`src/rtl/seg7_pkg.sv`:
```
// Shared seven-segment constants and scan-state encoding.
// Patterns are active-low in {g,f,e,d,c,b,a} order.
package seg7_pkg;

    localparam logic [6:0] SEG_0     = 7'h40;
    localparam logic [6:0] SEG_1     = 7'h79;
    localparam logic [6:0] SEG_2     = 7'h24;
    localparam logic [6:0] SEG_3     = 7'h30;
    localparam logic [6:0] SEG_4     = 7'h19;
    localparam logic [6:0] SEG_5     = 7'h12;
    localparam logic [6:0] SEG_6     = 7'h02;
    localparam logic [6:0] SEG_7     = 7'h78;
    localparam logic [6:0] SEG_8     = 7'h00;
    localparam logic [6:0] SEG_9     = 7'h10;
    localparam logic [6:0] SEG_MINUS = 7'h3F;
    localparam logic [6:0] SEG_BLANK = 7'h7F;

    // Nibble code the entry register uses for a leading minus sign.
    localparam logic [3:0] MINUS_CODE = 4'hF;

    typedef enum logic {
        GUARD = 1'b0,
        DRIVE = 1'b1
    } seg7_state_e;

endpackage

```
`src/rtl/seg7_decode.sv`:
```
// Combinational nibble to active-low seven-segment pattern.
// Codes 0xA-0xE have no glyph and decode to all segments off.
module seg7_decode
    import seg7_pkg::*;
(
    input  logic [3:0] nibble_i,
    output logic [6:0] seg_o
);

    always_comb begin
        seg_o = SEG_BLANK;
        case (nibble_i)
            4'h0:       seg_o = SEG_0;
            4'h1:       seg_o = SEG_1;
            4'h2:       seg_o = SEG_2;
            4'h3:       seg_o = SEG_3;
            4'h4:       seg_o = SEG_4;
            4'h5:       seg_o = SEG_5;
            4'h6:       seg_o = SEG_6;
            4'h7:       seg_o = SEG_7;
            4'h8:       seg_o = SEG_8;
            4'h9:       seg_o = SEG_9;
            MINUS_CODE: seg_o = SEG_MINUS;
            default:    seg_o = SEG_BLANK;
        endcase
    end

endmodule

```
`src/rtl/seg7_scan_driver.sv`:
```
// Time-multiplexed seven-segment scan driver with guard gaps, leading-zero
// blanking and frame-boundary snapshots of the display word.
module seg7_scan_driver
    import seg7_pkg::*;
#(
    parameter int unsigned NUM_DIGITS   = 5,
    parameter int unsigned REFRESH_DIV  = 50000,
    parameter int unsigned GUARD_CYCLES = 500
) (
    input  logic                    clock,
    input  logic                    reset,
    input  logic [4*NUM_DIGITS-1:0] value,
    input  logic                    blank_zeros,
    output logic [6:0]              seg,
    output logic [NUM_DIGITS-1:0]   an,
    output logic                    frame_done
);

    localparam int unsigned PreMax = (REFRESH_DIV > GUARD_CYCLES) ? REFRESH_DIV : GUARD_CYCLES;
    localparam int unsigned PreW   = (PreMax > 1) ? $clog2(PreMax) : 1;
    localparam int unsigned DigW   = (NUM_DIGITS > 1) ? $clog2(NUM_DIGITS) : 1;

    localparam logic [PreW-1:0]       GuardLast = PreW'(GUARD_CYCLES - 1);
    localparam logic [PreW-1:0]       DriveLast = PreW'(REFRESH_DIV - 1);
    localparam logic [DigW-1:0]       DigLast   = DigW'(NUM_DIGITS - 1);
    localparam logic [NUM_DIGITS-1:0] AnOne     = NUM_DIGITS'(1);

    seg7_state_e                 state_q, state_d;
    logic [PreW-1:0]             pre_q, pre_d;
    logic [DigW-1:0]             digit_q, digit_d;
    logic [4*NUM_DIGITS-1:0]     snap_q, snap_d;
    logic                        bz_q, bz_d;
    logic [NUM_DIGITS-1:0]       mask_q, mask_d;
    logic                        first_q, first_d;
    logic [6:0]                  seg_q, seg_d;
    logic [NUM_DIGITS-1:0]       an_q, an_d;
    logic                        fd_q, fd_d;

    logic                        wrap;
    logic                        take;
    logic                        zero_run;
    logic [3:0]                  cur_nib;
    logic                        cur_blank;
    logic [6:0]                  cur_pat;

    // Scan sequencing: GUARD gap then DRIVE per digit.
    always_comb begin
        state_d = state_q;
        pre_d   = pre_q + PreW'(1);
        digit_d = digit_q;
        wrap    = 1'b0;
        unique case (state_q)
            GUARD: begin
                if (pre_q == GuardLast) begin
                    state_d = DRIVE;
                    pre_d   = '0;
                end
            end
            DRIVE: begin
                if (pre_q == DriveLast) begin
                    state_d = GUARD;
                    pre_d   = '0;
                    if (digit_q == DigLast) begin
                        digit_d = '0;
                        wrap    = 1'b1;
                    end else begin
                        digit_d = digit_q + DigW'(1);
                    end
                end
            end
            default: begin
                state_d = GUARD;
                pre_d   = '0;
            end
        endcase
    end

    // Snapshot on frame wrap, plus once on the first edge out of reset.
    always_comb begin
        take     = wrap | first_q;
        first_d  = 1'b0;
        fd_d     = wrap;
        snap_d   = take ? value : snap_q;
        bz_d     = take ? blank_zeros : bz_q;
        mask_d   = '0;
        zero_run = bz_d;
        for (int i = NUM_DIGITS - 1; i >= 1; i--) begin
            zero_run  = zero_run && (snap_d[4*i +: 4] == 4'h0);
            mask_d[i] = zero_run;
        end
        if (!take) begin
            mask_d = mask_q;
        end
    end

    // Select the nibble for the digit about to be shown.
    always_comb begin
        cur_nib   = 4'h0;
        cur_blank = 1'b0;
        for (int i = 0; i < NUM_DIGITS; i++) begin
            if (digit_d == DigW'(i)) begin
                cur_nib   = snap_d[4*i +: 4];
                cur_blank = mask_d[i];
            end
        end
    end

    seg7_decode u_decode (
        .nibble_i (cur_nib),
        .seg_o    (cur_pat)
    );

    // Outputs follow the next state so DRIVE's first cycle already shows the digit.
    always_comb begin
        seg_d = SEG_BLANK;
        an_d  = '1;
        if (state_d == DRIVE && !cur_blank && cur_pat != SEG_BLANK) begin
            seg_d = cur_pat;
            an_d  = ~(AnOne << digit_d);
        end
    end

    always_ff @(posedge clock or posedge reset) begin
        if (reset) begin
            state_q <= GUARD;
            pre_q   <= '0;
            digit_q <= '0;
            snap_q  <= '0;
            bz_q    <= 1'b0;
            mask_q  <= '0;
            first_q <= 1'b1;
            seg_q   <= SEG_BLANK;
            an_q    <= '1;
            fd_q    <= 1'b0;
        end else begin
            state_q <= state_d;
            pre_q   <= pre_d;
            digit_q <= digit_d;
            snap_q  <= snap_d;
            bz_q    <= bz_d;
            mask_q  <= mask_d;
            first_q <= first_d;
            seg_q   <= seg_d;
            an_q    <= an_d;
            fd_q    <= fd_d;
        end
    end

    assign seg        = seg_q;
    assign an         = an_q;
    assign frame_done = fd_q;

endmodule

```
`config.mk`:
```
export PLATFORM = sky130hd
export DESIGN_NAME = seg7_scan_driver
export DESIGN_NICKNAME = d
export VERILOG_FILES = /design/src/rtl/seg7_pkg.sv /design/src/rtl/seg7_decode.sv /design/src/rtl/seg7_scan_driver.sv
export SDC_FILE = /design/constraint.sdc
export NUM_CORES = 1
export LEC_CHECK = 0
export BUFFER_PORTS_ARGS = -buffer_cell sky130_fd_sc_hd__buf_2
export CAP_MARGIN = 10
export CORE_MARGIN = 8
export CORE_UTILIZATION = 58
export CTS_BUF_LIST = sky130_fd_sc_hd__clkbuf_16
export DETAILED_ROUTE_END_ITERATION = 8
export GPL_TIMING_DRIVEN = 0
export PLACE_DENSITY = 0.86
export SLEW_MARGIN = 0
export SYNTH_ARGS = -nofsm -noshare
export SYNTH_HDL_FRONTEND = slang
export SYNTH_HIERARCHICAL = 1
export SYNTH_SLANG_ARGS = --single-unit
```
`constraint.sdc`:
```
create_clock -name clock -period 4.9 [get_ports clock]
set_input_delay 0.49 -clock clock [delete_from_list [all_inputs] [get_ports clock]]
set_output_delay 0.49 -clock clock [all_outputs]
set_load 0.05 [all_outputs]
```
Word-level counts from Yosys, hierarchy flattened
Memory sizes are Yosys's and may differ from the RTL's.
Cells that the tools add are included.

storage, ports and cells
  word-level logic and storage cells = 64
  bits in registers = 60
  output and inout bits = 13
  memories = 1
  input bits = 23
  memory bits (read-only) = 112

cells by class
  equal/unequal tests = 8
  shift operators = 1
  muxes and demuxes = 27
  bitwise gates (word level) = 3
  add/sub/neg operators = 2
  reduce and logical (&&, ||, !) cells = 12

memories
  name              depth  width  read ports  clocked after memory_dff  wr ports  RTL line           RTL
  (name not given)  16     7      1           0                         0         seg7_decode.sv:12  case (nibble_i)

operators with widths
  operator                 number
  $mux W16                 2
  $pmux W16 S2             1
  $mux W20                 1
  $mux W4                  5
  $add A16 B1 Y16 const B  1
  $eq A16 B16 Y1 const B   1
  $eq A16 B9 Y1 const B    1
  $logic_not A4 Y1         4
  $mux W1                  11
  $mux W5                  2
  $mux W3                  3
  $mux W7                  1
  $ne A7 B7 Y1 const B     1
  $eq A3 B2 Y1 const B     2
  $eq A3 B3 Y1 const B     2
  $logic_and A1 B1 Y1      6
  $not A5 Y5               1
  $shl A1 B3 Y5 const A    1
  $add A3 B1 Y3 const B    1
  $eq A3 B1 Y1 const B     1
  $logic_not A3 Y1         1
  $pmux W1 S2              1
  $logic_not A1 Y1         1
  $not A1 Y1               1
  $or A1 B1 Y1             1

Longest topological paths before layout
  word-level depth = 21
  gate-level depth with buffers = 17
  depth with buffers taken out = 16

By module
Netlist, hierarchy kept.

modules (own cells, without submodules)
  module            sequential area each (um2)  area an instance (um2)  cells each  times used
  seg7_scan_driver  1492.7                      2781.4                  254         1
  seg7_decode       0.0                         232.7                   34          1

Worst setup path before layout
No wires, ideal clock.

  path type = flip-flop to flip-flop
  start point = register pre_q[12]
  end point = register an_q[0], in the netlist an[0]
  period minus slack after synthesis = 4.017 ns
  arrival = 3.950 ns
  required time = 4.833 ns
  path buffers = 2
  setup time = 0.067 ns
  cell stages (with the launch flop) = 17
  setup slack = 0.883 ns
  cell sequence = dfrtp_1 or4_1 buf_2 nor4_2 a41oi_1 clkbuf_1 mux2i_1 o22ai_1 nand2_1 a31oi_1 inv_1 ha_1 mux2_2 o21ai_0 and4_1 nand4_1 nand3b_1

between the ends
  elaborated cells on any way between the ends = 44
  those cells by class = eq/ne: 7; shift: 1; mux: 21; bitwise: 2; reduce/logical: 12; memory: 1

RTL lines
  element                 RTL line                 RTL
  from (decl)             seg7_scan_driver.sv:29   logic [PreW-1:0] pre_q, pre_d;
  from (signal assigned)  seg7_scan_driver.sv:137  pre_q <= pre_d;
  $eq A16 B16 Y1 *        seg7_scan_driver.sv:60   if (pre_q == DriveLast) begin
  $mux W1                 seg7_scan_driver.sv:60
  $mux W1                 seg7_scan_driver.sv:52   unique case (state_q)
  $or A1 B1 Y1            seg7_scan_driver.sv:80   take = wrap | first_q;
  $mux W20                seg7_scan_driver.sv:83   snap_d = take ? value : snap_q;
  $mux W4 (4 in series)   seg7_scan_driver.sv:101  if (digit_d == DigW'(i)) begin
  $mux W4 *               seg7_scan_driver.sv:101
  via cur_nib[0]          seg7_scan_driver.sv:42   logic [3:0] cur_nib;
  $mem_v2 Z16 W7 *        -
  via cur_pat[4]          seg7_scan_driver.sv:44   logic [6:0] cur_pat;
  $ne A7 B7 Y1 *          seg7_scan_driver.sv:117  if (state_d == DRIVE && !cur_blank && cur_pat != SEG_BLANK) begin
  $logic_and A1 B1 Y1 *   seg7_scan_driver.sv:117
  $mux W5 *               seg7_scan_driver.sv:117
  via an_d[0]             seg7_scan_driver.sv:36   logic [NUM_DIGITS-1:0] an_q, an_d;
  to (signal assigned)    seg7_scan_driver.sv:144  an_q <= an_d;
  to (decl)               seg7_scan_driver.sv:36

The timed path passes the listed nets; every way through them passes the cells marked *.

Worst setup path after layout
  start point = register pre_q[12]
  end point = register an_q[2], in the netlist an[2]

Same word-level chain as after synthesis.

==> run metrics <==
largest delay contributor family on the critical path simple AND/OR/NAND/NOR gates; overall routed net length around 6.3 mm; Worst EP required between 5 and 6 ns; Final min period 4.55 ns; Max Slew Vio Count 0; Setup Skew between 0.007 and 0.008 ns; Detail Route Antenna Nets 0; number of iterations in the first detailed-routing pass 4; clk sinks between 50 and 60; Leak Pwr approximately 1.7 nW; Arrival @ worst endpoint ~4.8 ns; CP max FO 10; max_cap viols 0; Power Density ~360 nW/µm²; Power Total about 1.3 mW; Synth cell types 53; layout cell share with drive strength beyond 1 roughly 28%; gr usage total a little under a fifth; worst-margin pin slew 0.580 ns; Post-Place Cells 394; Main synth FF type dfrtp_1; f_max between 200 and 250 MHz; first-pass GRT wire length 10.7 mm; htree depth 3; cts-stage hold buffer count 0; Area contributors post-synth dfrtp_1 (38%), dfstp_2 (11%), mux2i_1 (4.6%), ha_1 (3.7%), nor2_1 (3.7%); status completed; Final HPWL DP ~4.5 mm; RSZ-0062 raised after global routing false; WS Path Type reg2reg; maximum clock insertion buffer count 2; Ports 36; crit-path max cell delay around 0.53 ns; Critical-path top delay cell or4_1; Synth Instances 288; startpoint types register; post-DR vias/cell ~5.5; initial drt markers 88; root buffer cell clkbuf_16; Die W slightly below 90 µm; DRC viols 0; storage element area about 1500 µm²; IO buf count 35; Seq/Total Area, Yosys between 40% and 50%; Finish-stage setup viols 0; largest net degree at the start of global routing 45; Syn Nets 320; CP bufs+invs 3; Final Hold Vio Count 0; worst reg2reg setup slack between 0.3 and 0.4 ns; number of antenna violations at the first check in global routing 0; fin cells a little over 400; Avg Inst Size Synth roughly 10 µm²; Worst-Skew Late Latency 0.32 ns; leading area contributor after synthesis dfrtp_1; Die Ht around 90 µm; crit-path cells or4_1 > buf_2 > nor4_2 > a41oi_2 > clkbuf_2 > mux2i_1 > o22ai_1 > nand2_1 > a31oi_2 > inv_1 > ha_1 > mux2_2 > o21ai_0 > and4_1 > nand4_1 > nand3_1; Initial Utilization around 59%; Num CTS Buffers 9; area grow syn2layout 21.0%; core box area between 5000 and 6000 µm²; multi-input logic area around 1400 µm²; Final #Nets between 300 and 400; drt wl/cell between 15 and 20 µm; hold crit path type in2async; asr flop ratio synth between 90% and 100%; synth warn 6; ant diodes 0; fillers between 300 and 400; Clock Pin Slew Worst Setup and Hold Paths 0.05 ns; GP Congestion slightly below 0.9; final cycle utilization of the critical path slightly above 90%; CP Capture Type register; via count 2246; vias in the first global route roughly 2400; GR Overflow Total 0; setup TNS 0 ns; mapped cell area approximately 3000 µm²; TritonCTS clock tree yes; area fraction of the dominant cell type after synthesis about two fifths; Slew headroom between 60% and 70%; number of flops mapped to enable cells by yosys 0; Max IR drop VDD about 0.00033 V; Die ar. around 7800 µm²; Rows 26; Yosys reg bits 59
==> per-layer routing <==
metal / global-route usage, % / part of all wire [%] / up-vias
li1: - / - / 1083
met1: 20.5 / 43 / 1088
met2: 30.4 / 50 / 58
met3: 5.44 / 4.8 / 17
met4: 9.22 / 2.4 / 0
met5: 0 / 0 / -
==> flip-flops by register name (all words and copies together) (netlist names) <==
name and cells:
mask_q 5, first_q 1, pre_q 16, state_q 1, an 5, frame_done 1, digit_q 3, seg 7
snap_q 20
==> path summary, 6_finish.rpt <==
path	endpoint	startpoint	depth (start not counted)
min in group clock	snap_q[2]$_DFF_PP0_	value[2]	3
min reg2reg	pre_q[0]$_DFF_PP0_	pre_q[0]$_DFF_PP0_	1
min	snap_q[17]$_DFF_PP0_	reset	2
max in group asynchronous	an[4]$_DFF_PP1_	reset	3
max	an[2]$_DFF_PP1_	pre_q[12]$_DFF_PP0_	16
max reg2reg	an[2]$_DFF_PP1_	pre_q[12]$_DFF_PP0_	16
==> through the flow <==
stage	setup WS [ns]	hold slack, ns	util (%)	area [µm²]
after floorplan	0.883	0.425	-	3010
after CTS	0.00366	0.137	71.5	3630
after detailed placement	0.151	0.451	65.0	3300
after global placement	0.248	0.440	64.6	3280
final	0.347	0.138	71.8	3650
after global routing	0.000684	0.166	71.8	3650
==> repair_timing <==
action	in CTS	in global routing
buffers inserted	0	0
setup endpoints to repair	0	5
resized for setup	0	6
==> cell usage after synthesis (all sizes together) (4+ instances only) <==
| master | count |
|---|---|
| clkbuf | 4 |
| nand2 | 24 |
| dfstp | 13 |
| nor4 | 7 |
| o22ai | 5 |
| mux2i | 14 |
| xor2 | 8 |
| nand2b | 14 |
| nand3 | 10 |
| o21ai | 5 |
| mux2 | 12 |
| nand4 | 6 |
| ha | 9 |
| dfrtp | 46 |
| nor2 | 30 |
| buf | 5 |
| and3 | 4 |
| xnor2 | 6 |
| a21oi | 7 |
| or2 | 5 |
| inv | 22 |
==> cells in the final DEF (no fill, tap or decap), types with 2 or more instances in the layout <==
cell | synthesis | final
dfrtp_1 | 46 | 46
inv_2 | 1 | 2
a31oi_1 | 3 | 2
dfstp_2 | 13 | 13
o22ai_1 | 5 | 5
inv_1 | 21 | 21
clkbuf_16 | 0 | 9
or4b_2 | 2 | 2
clkbuf_2 | 0 | 2
nor4_2 | 2 | 2
a21oi_1 | 6 | 6
and3_1 | 4 | 4
bufinv_16 | 0 | 3
clkinv_2 | 0 | 2
buf_2 | 2 | 37
ha_1 | 9 | 9
buf_6 | 3 | 3
mux2_2 | 7 | 7
nand2b_1 | 13 | 13
and4_1 | 2 | 2
or2_2 | 3 | 3
a21o_1 | 2 | 2
clkbuf_1 | 4 | 2
xor2_1 | 8 | 8
mux2_1 | 5 | 5
xnor2_1 | 6 | 6
nand4_1 | 6 | 6
nand3_1 | 10 | 10
nor2_1 | 30 | 30
or4_1 | 3 | 3
mux2i_1 | 14 | 14
nor4_1 | 4 | 4
nand2_1 | 24 | 24
o21ai_0 | 5 | 5
a22oi_1 | 3 | 3
==> power by group <==
part	internal [mW]	switching [mW]	total, mW
logic	0.0441	0.0576	0.102
clock network	0.490	0.208	0.698
registers	0.506	0.00496	0.511
==> layout make-up <==
type	instances	area share (%)
Sequential cell	59	40.9
Clock buffer	9	6.18
Multi-Input combinational cell	198	38.2
Clock inverter	7	2.95
Tap cell	70	2.40
Inverter	22	2.26
Buffer	9	1.68
Timing Repair Buffer	36	5.35
==> cell families (layout without fill, tap and decap cells) <==
| kind of cell | count (synthesis) | in the layout | synth area share [%] |
|---|---|---|---|
| xor gates and xnor gates | 14 | 14 | 4.07 |
| DFF | 59 | 59 | 49.5 |
| muxes | 26 | 26 | 9.13 |
| buffers and inverters | 31 | 83 | 4.69 |
| adders and majority gates | 9 | 9 | 3.74 |
| other | 1 | 1 | 0.124 |
| and+or+nand+nor | 115 | 115 | 20.9 |
| AOI/OAI and AO/OA | 33 | 33 | 7.80 |
(Power assumes the default switching activity.)
